--- config.mk ---
export PLATFORM = sky130hd
export DESIGN_NAME = relax_stage_flat
export DESIGN_NICKNAME = d
export VERILOG_FILES = /design/src/rtl/relax_stage_if.sv /design/src/rtl/relax_stage.sv /design/src/flat_wrapper.sv
export SDC_FILE = /design/constraint.sdc
export NUM_CORES = 1
export LEC_CHECK = 0
export CAP_MARGIN = 20
export CORE_UTILIZATION = 35
export CTS_BUF_LIST = sky130_fd_sc_hd__clkbuf_8
export CTS_CLUSTER_DIAMETER = 50
export DETAILED_ROUTE_END_ITERATION = 10
export DONT_BUFFER_PORTS = 1
export GPL_TIMING_DRIVEN = 0
export SLEW_MARGIN = 40
export SYNTH_ARGS = -nofsm -noshare
export SYNTH_HDL_FRONTEND = slang
export SYNTH_SLANG_ARGS = --single-unit
--- constraint.sdc ---
create_clock -name clk -period 4.95 [get_ports clk]
set_input_delay 0.7425 -clock clk [delete_from_list [all_inputs] [get_ports clk]]
set_output_delay 0.7425 -clock clk [all_outputs]
set_load 0.05 [all_outputs]
--- src/rtl/relax_stage_if.sv ---
// relax_stage_if: input beat bus from the forwarding block into relax_stage.
//   in_valid     beat present on in_1..in_4
//   in_last      beat is the last beat of a pass
//   in_1..in_4   edge words: up[28] wij[27:24] i[23:19] j[18:14] wi[13:7] wj[6:0]
// The master modport drives the beat and the slave modport receives it.
interface relax_stage_if;
  logic        in_valid;
  logic        in_last;
  logic [28:0] in_1;
  logic [28:0] in_2;
  logic [28:0] in_3;
  logic [28:0] in_4;

  modport master (output in_valid, in_last, in_1, in_2, in_3, in_4);
  modport slave  (input  in_valid, in_last, in_1, in_2, in_3, in_4);
endinterface

--- src/rtl/relax_stage.sv ---
// relax_stage: registered Bellman-Ford relaxation stage.
// Each accepted beat evaluates wi + wij < wj on four lanes. Among relaxing lanes
// that share a destination j, only the one with the smallest candidate writes
// (the lowest lane wins a tie). The stage issues distance write-backs and
// forwarded words, and runs a pass/convergence FSM (IDLE, RUN, CHECK, DONE).
// Ports:
//   clk, rst            clock; synchronous active-high reset
//   start               begin a run (honoured in IDLE or DONE)
//   in_bus              beat input (relax_stage_if.slave)
//   out_valid           registered beat valid
//   wr_en_k/addr_k/data_k  per-lane distance write-back (k = 1..4)
//   fwd_k               forwarded word {up, i, j, wj} to the forwarding block
//   busy, done          FSM in RUN/CHECK, FSM in DONE
//   converged           last pass produced no update
//   pass_cnt            completed passes
module relax_stage #(
  parameter int unsigned MAX_PASS = 31,
  parameter logic [6:0]  INF      = 7'h7F
) (
  input  logic         clk,
  input  logic         rst,
  input  logic         start,
  relax_stage_if.slave in_bus,
  output logic         out_valid,
  output logic         wr_en_1,
  output logic         wr_en_2,
  output logic         wr_en_3,
  output logic         wr_en_4,
  output logic [4:0]   wr_addr_1,
  output logic [4:0]   wr_addr_2,
  output logic [4:0]   wr_addr_3,
  output logic [4:0]   wr_addr_4,
  output logic [6:0]   wr_data_1,
  output logic [6:0]   wr_data_2,
  output logic [6:0]   wr_data_3,
  output logic [6:0]   wr_data_4,
  output logic [17:0]  fwd_1,
  output logic [17:0]  fwd_2,
  output logic [17:0]  fwd_3,
  output logic [17:0]  fwd_4,
  output logic         busy,
  output logic         done,
  output logic         converged,
  output logic [4:0]   pass_cnt
);

  typedef enum logic [1:0] {S_IDLE, S_RUN, S_CHECK, S_DONE} state_t;

  localparam logic [4:0] PASS_LIMIT = 5'(MAX_PASS);

  state_t      state, state_nxt;
  logic        upd_flag;
  logic        accept;
  logic        last_pass;

  logic [28:0] w        [4];
  logic [7:0]  cand_raw [4];
  logic [6:0]  cand     [4];
  logic [3:0]  relax;
  logic [3:0]  win;

  logic [3:0]  wr_en_q;
  logic [4:0]  wr_addr_q [4];
  logic [6:0]  wr_data_q [4];
  logic [17:0] fwd_q     [4];

  assign w[0] = in_bus.in_1;
  assign w[1] = in_bus.in_2;
  assign w[2] = in_bus.in_3;
  assign w[3] = in_bus.in_4;

  assign accept = (state == S_RUN) && in_bus.in_valid;

  // Candidate, relax test and same-destination arbitration. A lane loses if any
  // other relaxing lane with the same j has a smaller candidate, or an equal
  // candidate at a lower lane index.
  always_comb begin
    cand_raw = '{default: '0};
    cand     = '{default: '0};
    relax    = '0;
    for (int unsigned k = 0; k < 4; k++) begin
      cand_raw[2'(k)] = {1'b0, w[2'(k)][13:7]} + {4'b0, w[2'(k)][27:24]};
      cand[2'(k)]     = (cand_raw[2'(k)] >= {1'b0, INF}) ? INF : cand_raw[2'(k)][6:0];
      relax[2'(k)]    = w[2'(k)][28] && (w[2'(k)][13:7] != INF) &&
                        (cand[2'(k)] < w[2'(k)][6:0]);
    end
    win = relax;
    for (int unsigned k = 0; k < 4; k++) begin
      for (int unsigned m = 0; m < 4; m++) begin
        if ((m != k) && relax[2'(m)] && (w[2'(m)][18:14] == w[2'(k)][18:14]) &&
            ((cand[2'(m)] < cand[2'(k)]) || ((cand[2'(m)] == cand[2'(k)]) && (m < k))))
          win[2'(k)] = 1'b0;
      end
    end
  end

  assign last_pass = (pass_cnt + 5'd1) == PASS_LIMIT;

  always_comb begin
    state_nxt = state;
    case (state)
      S_IDLE:  if (start) state_nxt = S_RUN;
      S_RUN:   if (accept && in_bus.in_last) state_nxt = S_CHECK;
      S_CHECK: state_nxt = (!upd_flag || last_pass) ? S_DONE : S_RUN;
      S_DONE:  if (start) state_nxt = S_RUN;
      default: state_nxt = S_IDLE;
    endcase
  end

  always_ff @(posedge clk) begin
    if (rst) state <= S_IDLE;
    else     state <= state_nxt;
  end

  // Pass bookkeeping and registered status flags.
  always_ff @(posedge clk) begin
    if (rst) begin
      pass_cnt  <= '0;
      upd_flag  <= 1'b0;
      converged <= 1'b0;
      busy      <= 1'b0;
      done      <= 1'b0;
    end else begin
      busy <= (state_nxt == S_RUN) || (state_nxt == S_CHECK);
      done <= (state_nxt == S_DONE);
      case (state)
        S_IDLE, S_DONE: begin
          if (start) begin
            pass_cnt  <= '0;
            upd_flag  <= 1'b0;
            converged <= 1'b0;
          end
        end
        S_RUN: begin
          if (accept && (|win)) upd_flag <= 1'b1;
        end
        S_CHECK: begin
          pass_cnt <= pass_cnt + 5'd1;
          if (!upd_flag)     converged <= 1'b1;
          else if (last_pass) converged <= 1'b0;
          else               upd_flag  <= 1'b0;
        end
        default: ;
      endcase
    end
  end

  // Lane outputs. Address/data fields reload only on accepted beats; enables
  // and forwarded up bits are cleared whenever no beat is accepted.
  always_ff @(posedge clk) begin
    if (rst) begin
      out_valid <= 1'b0;
      wr_en_q   <= '0;
      wr_addr_q <= '{default: '0};
      wr_data_q <= '{default: '0};
      fwd_q     <= '{default: '0};
    end else begin
      out_valid <= accept;
      for (int unsigned k = 0; k < 4; k++) begin
        wr_en_q[2'(k)]      <= accept && win[2'(k)];
        fwd_q[2'(k)][17]    <= accept && win[2'(k)];
        if (accept) begin
          wr_addr_q[2'(k)]      <= w[2'(k)][18:14];
          wr_data_q[2'(k)]      <= win[2'(k)] ? cand[2'(k)] : w[2'(k)][6:0];
          fwd_q[2'(k)][16:0]    <= {w[2'(k)][23:19], w[2'(k)][18:14],
                                    win[2'(k)] ? cand[2'(k)] : w[2'(k)][6:0]};
        end
      end
    end
  end

  assign wr_en_1   = wr_en_q[0];
  assign wr_en_2   = wr_en_q[1];
  assign wr_en_3   = wr_en_q[2];
  assign wr_en_4   = wr_en_q[3];
  assign wr_addr_1 = wr_addr_q[0];
  assign wr_addr_2 = wr_addr_q[1];
  assign wr_addr_3 = wr_addr_q[2];
  assign wr_addr_4 = wr_addr_q[3];
  assign wr_data_1 = wr_data_q[0];
  assign wr_data_2 = wr_data_q[1];
  assign wr_data_3 = wr_data_q[2];
  assign wr_data_4 = wr_data_q[3];
  assign fwd_1     = fwd_q[0];
  assign fwd_2     = fwd_q[1];
  assign fwd_3     = fwd_q[2];
  assign fwd_4     = fwd_q[3];

endmodule

--- src/flat_wrapper.sv ---
// flat-port wrapper written by rule: the top's interface ports become plain ports
module relax_stage_flat 
#(
  parameter int unsigned MAX_PASS = 31,
  parameter logic [6:0]  INF      = 7'h7F
)
  (clk, rst, start, out_valid, wr_en_1, wr_en_2, wr_en_3, wr_en_4, wr_addr_1, wr_addr_2, wr_addr_3, wr_addr_4, wr_data_1, wr_data_2, wr_data_3, wr_data_4, fwd_1, fwd_2, fwd_3, fwd_4, busy, done, converged, pass_cnt, in_bus_in_valid, in_bus_in_last, in_bus_in_1, in_bus_in_2, in_bus_in_3, in_bus_in_4);
  relax_stage_if in_bus_i ();
  input  logic clk;
  input  logic rst;
  input  logic start;
  output logic out_valid;
  output logic wr_en_1;
  output logic wr_en_2;
  output logic wr_en_3;
  output logic wr_en_4;
  output logic [4:0] wr_addr_1;
  output logic [4:0] wr_addr_2;
  output logic [4:0] wr_addr_3;
  output logic [4:0] wr_addr_4;
  output logic [6:0] wr_data_1;
  output logic [6:0] wr_data_2;
  output logic [6:0] wr_data_3;
  output logic [6:0] wr_data_4;
  output logic [17:0] fwd_1;
  output logic [17:0] fwd_2;
  output logic [17:0] fwd_3;
  output logic [17:0] fwd_4;
  output logic busy;
  output logic done;
  output logic converged;
  output logic [4:0] pass_cnt;
  input wire logic [$bits(in_bus_i.in_valid)-1:0] in_bus_in_valid;
  input wire logic [$bits(in_bus_i.in_last)-1:0] in_bus_in_last;
  input wire logic [$bits(in_bus_i.in_1)-1:0] in_bus_in_1;
  input wire logic [$bits(in_bus_i.in_2)-1:0] in_bus_in_2;
  input wire logic [$bits(in_bus_i.in_3)-1:0] in_bus_in_3;
  input wire logic [$bits(in_bus_i.in_4)-1:0] in_bus_in_4;
  assign in_bus_i.in_valid = in_bus_in_valid;
  assign in_bus_i.in_last = in_bus_in_last;
  assign in_bus_i.in_1 = in_bus_in_1;
  assign in_bus_i.in_2 = in_bus_in_2;
  assign in_bus_i.in_3 = in_bus_in_3;
  assign in_bus_i.in_4 = in_bus_in_4;
  relax_stage #(.MAX_PASS(MAX_PASS), .INF(INF)) u_core (.clk(clk), .rst(rst), .start(start), .in_bus(in_bus_i), .out_valid(out_valid), .wr_en_1(wr_en_1), .wr_en_2(wr_en_2), .wr_en_3(wr_en_3), .wr_en_4(wr_en_4), .wr_addr_1(wr_addr_1), .wr_addr_2(wr_addr_2), .wr_addr_3(wr_addr_3), .wr_addr_4(wr_addr_4), .wr_data_1(wr_data_1), .wr_data_2(wr_data_2), .wr_data_3(wr_data_3), .wr_data_4(wr_data_4), .fwd_1(fwd_1), .fwd_2(fwd_2), .fwd_3(fwd_3), .fwd_4(fwd_4), .busy(busy), .done(done), .converged(converged), .pass_cnt(pass_cnt));
endmodule
==> flow_summary_export.csv <==
group,metric,value,unit
timing,period_needed,4.821,ns
clocking,htree_num_levels,3,
place,dp_slack,-0.5771,ns
layout,area_growth,8.566,%
critical_path,cp_slowest_cell,"a2111oi_4",
synthesis,synth_nets,1152,
synthesis,ys_types,88,
global_route,grt_max_degree,15,
critical_path,start_kind,"primary input",
drt,first_iter_violations,530,
synthesis,synth_top_family_by_area,"compound AO/OA/AOI/OAI gates",
critical_path,cp.required,5.20,ns
floorplan,dieWidth,149.2,µm
clocking,numCtsBuffers,9,
place,place_hpwl,19890,µm
layout,stdcell_area,8230,µm²
power_and_ir_drop,p_int,0.001352,W
critical_path,crit_buf_inv,1,
clocking,clk_pin_slew,0.09,ns
drt,post_drt_wl_per_cell,19.20,µm
synthesis,yosys.area_share.simple,21.18,%
job,drv_cap,0,
place,port_buffers,0,
timing,hold_viol,0,
synthesis,async_reset_ff_share,0,%
drt,via_per_inst,5.532,
layout,drive_gt1_share,13.89,%
critical_path,path_cells,"ha_1 -> fa_2 -> xnor2_4 -> nor2_1 -> and3_1 -> o211ai_1 -> nand2_1 -> ha_1 -> a21oi_1 -> o221ai_1 -> a31oi_1 -> a221oi_1 -> a211o_4 -> a2111oi_4 -> buf_6 -> a21oi_1 -> o21ai_1 -> a21oi_1",
synthesis,synth-seq-cells,84,
layout,fin_nets,1169,
timing,fin_crit_sh,97.39,%
critical_path,max_stage_delay,0.50,ns
power_and_ir_drop,p_comb_share,39.8,%
clocking,cts_root_buffer,"clkbuf_8",
clocking,clk_latency,0.37,ns
floorplan,die_area,22250,µm²
timing,worstMarginPinSlew,0.7626,ns
timing,relSlewSlack,48.77,%
power_and_ir_drop,p_sw_share,42.15,%
drt,ant_nets,0,
power_and_ir_drop,powerDensity,283.9,nW/µm²
floorplan,start_util,35.84,%
power_and_ir_drop,p_seq_share,36.9,%
synthesis,synth_compound_area_share,23.44,%
clocking,clockBufferDepth,2,
layout,nFillCells,2227,
timing,rsz0062_at_grt,"no",
place,place_area,7925,µm²
synthesis,synth.area.mux_share,2.921,%
power_and_ir_drop,ir_drop,112.3,µV
synthesis,synth_xor_area_share,6.453,%
power_and_ir_drop,p_clk_share,23.3,%
synthesis,synth_edf_count,0,
power_and_ir_drop,power,0.002337,W
timing,hold_slack,0.4869,ns
critical_path,crit_type,"in -> reg",
timing,slew_violations,0,
drt,vias,6976,
global_route,grt_pass1_vias,6377,
drt,drc,0,
critical_path,worstPathArrival,5.07,ns
floorplan,ios,254,
power_and_ir_drop,power_leakage,3.340,nW
synthesis,synthCells,965,
synthesis,syn-cell-area,7581,µm²
critical_path,crit_fanout,10,
timing,max_freq,207.4,MHz
worst_hold_path,hold_class,"in -> reg",
drt,firstDrtPassIters,5,
layout,diodes,0,
global_route,antenna_found_initial,0,
synthesis,synth-adder-area-share,12.74,%
status,status,"complete, no violations",
layout,utilization,38.91,%
synthesis,yosys_warnings,0,
clocking,clkSinkCount,84,
global_route,gr-usage-all-layers,21.12,%
floorplan,core_area,21150,µm²
power_and_ir_drop,power_switching,0.0009849,W
global_route,overflow,0,
synthesis,ys.flop_type,"dfxtp_1",
critical_path,cp_top_family,"compound AO/OA/AOI/OAI gates",
critical_path,crit_top_cell,"a21oi_1",
clocking,cts_tree,"built",
critical_path,endpoint_kind,"flop",
synthesis,synth-seq-area-share,22.18,%
floorplan,die_y,149.2,µm
floorplan,rows,53,
timing,fin_skew,0.009442,ns
timing,layout_setup_ws,0.1290,ns
global_route,grt_pass1_wl,36000,µm
drt,wirelength,24210,µm
place,globalplace.congestion,0.8853,
synthesis,avgSynthCellArea,7.856,µm²
timing,setup_viol_count_final,0,
[repair_timing]
| action | CTS | global route |
|---|---|---|
| endpoints found under the setup margin | 11 | 22 |
| setup buffers | 0 | 8 |
| hold buffers | 0 | 0 |
| resized for setup | 1 | 5 |
| pin swaps | 1 | 4 |
[logic make-up after synthesis]
kind of cell    after synthesis
compound gates              259
simple gates                320
flops                        84
xor+xnor                     55
buf+inv                     149
mux                          21
fa+ha+maj                    77
[cells in the final DEF, fill, tap and decap left out, drive strengths merged, types with 4 or more instances in the layout]
| master | n |
|---|---|
| and3 | 10 |
| a31oi | 15 |
| a211oi | 23 |
| ha | 62 |
| clkbuf | 32 |
| o22ai | 4 |
| nand2 | 117 |
| nor3 | 20 |
| buf | 72 |
| maj3 | 11 |
| mux2 | 6 |
| xnor2 | 33 |
| a21o | 19 |
| nor2b | 12 |
| a22oi | 4 |
| fa | 4 |
| a21oi | 96 |
| nand3b | 13 |
| a211o | 5 |
| nand3 | 32 |
| mux2i | 15 |
| nor4 | 4 |
| nor2 | 57 |
| o21ai | 43 |
| nand2b | 15 |
| o211ai | 4 |
| a2111oi | 6 |
| dfxtp | 84 |
| o21a | 5 |
| a21boi | 4 |
| nor3b | 4 |
| and2 | 8 |
| inv | 60 |
| or3 | 4 |
| or2 | 4 |
| xor2 | 22 |
| nand4 | 10 |
[registers in the layout, summed over array words and instances, names as in the netlist]
| register | cells |
|---|---|
| u_core.fwd_4 | 18 |
| u_core.fwd_1 | 17 |
| u_core.fwd_2 | 17 |
| u_core.fwd_3 | 17 |
| u_core.pass_cnt | 5 |
| u_core.wr_en_q | 3 |
| u_core.state | 2 |
| u_core.busy | 1 |
| u_core.converged | 1 |
| u_core.done | 1 |
| u_core.out_valid | 1 |
| u_core.upd_flag | 1 |
[layout make-up]
type	instances	area, µm²	share of cell area [%]
plain buffers	87	608.1	7.388
multi-input cells	732	5085	61.78
repair buffers	8	72.57	0.8817
clock inverters	6	90.09	1.095
well taps	275	344.1	4.181
flip-flops and latches	84	1682	20.43
clock buffers	9	123.9	1.505
inverters	60	225.2	2.736
[stage by stage]
stage | instances | TNS [ns]
after floorplan | 965 | 0
after global placement | 1240 | -8.226
after detailed placement | 1240 | -9.053
after CTS | 1254 | 0
after global routing | 1261 | 0
final | 1261 | 0
[power by group through the flow]
stage | Clock, W | Combinational (W) | Sequential, W
floorplan | 0 | 0.000722 | 0.000861
global placement | 0 | 0.000893 | 0.000878
detailed placement | 0 | 0.000899 | 0.000878
CTS | 0.000558 | 0.000906 | 0.000862
global route | 0.000588 | 0.00102 | 0.000867
finish | 0.000544 | 0.000931 | 0.000861
[Yosys cell counts, types with 5 or more instances]
cell	number	area share [%]
a211oi_1	21	2.1
a21o_1	18	1.8
a21oi_1	91	6.0
a31oi_1	15	1.2
and2_1	7	0.58
and3_1	9	0.74
buf_4	53	5.2
buf_6	5	0.74
clkbuf_1	21	1.0
dfxtp_1	84	22
ha_1	62	10
inv_1	60	3.0
maj3_1	11	1.5
mux2_2	6	0.89
mux2i_1	14	1.8
nand2_1	117	5.8
nand2b_1	15	1.2
nand3_1	32	2.1
nand3b_1	13	1.3
nand4_1	9	0.74
nor2_1	55	2.7
nor2b_1	12	0.99
nor3_1	18	1.2
o21a_1	5	0.50
o21ai_0	26	1.7
o21ai_1	16	1.1
xnor2_1	32	3.7
xor2_1	22	2.5
[path summary, 6_finish.rpt]
check / to / slack [ns] / start / cells past startpoint
setup / recovery: u_core.fwd_1[1] / 0.13 / in_bus_in_1[7] / 18
hold / removal: u_core.fwd_3[15] / 0.49 / in_bus_in_3[22] / 2
setup reg to reg: u_core.busy / 2.49 / u_core.pass_cnt[0] / 10
hold reg to reg: u_core.converged / 0.66 / u_core.upd_flag / 3
[routing by layer]
metal  track usage (%)  share of wire, %  vias to the layer above
met5                 0                 0                        -
met4             5.204               1.5                        0
met3             4.709               7.2                       26
met2             33.84                46                      259
met1             28.47                45                     3276
li1                  -                 -                     3415
Note: power is estimated with default switching activity, not from simulation.
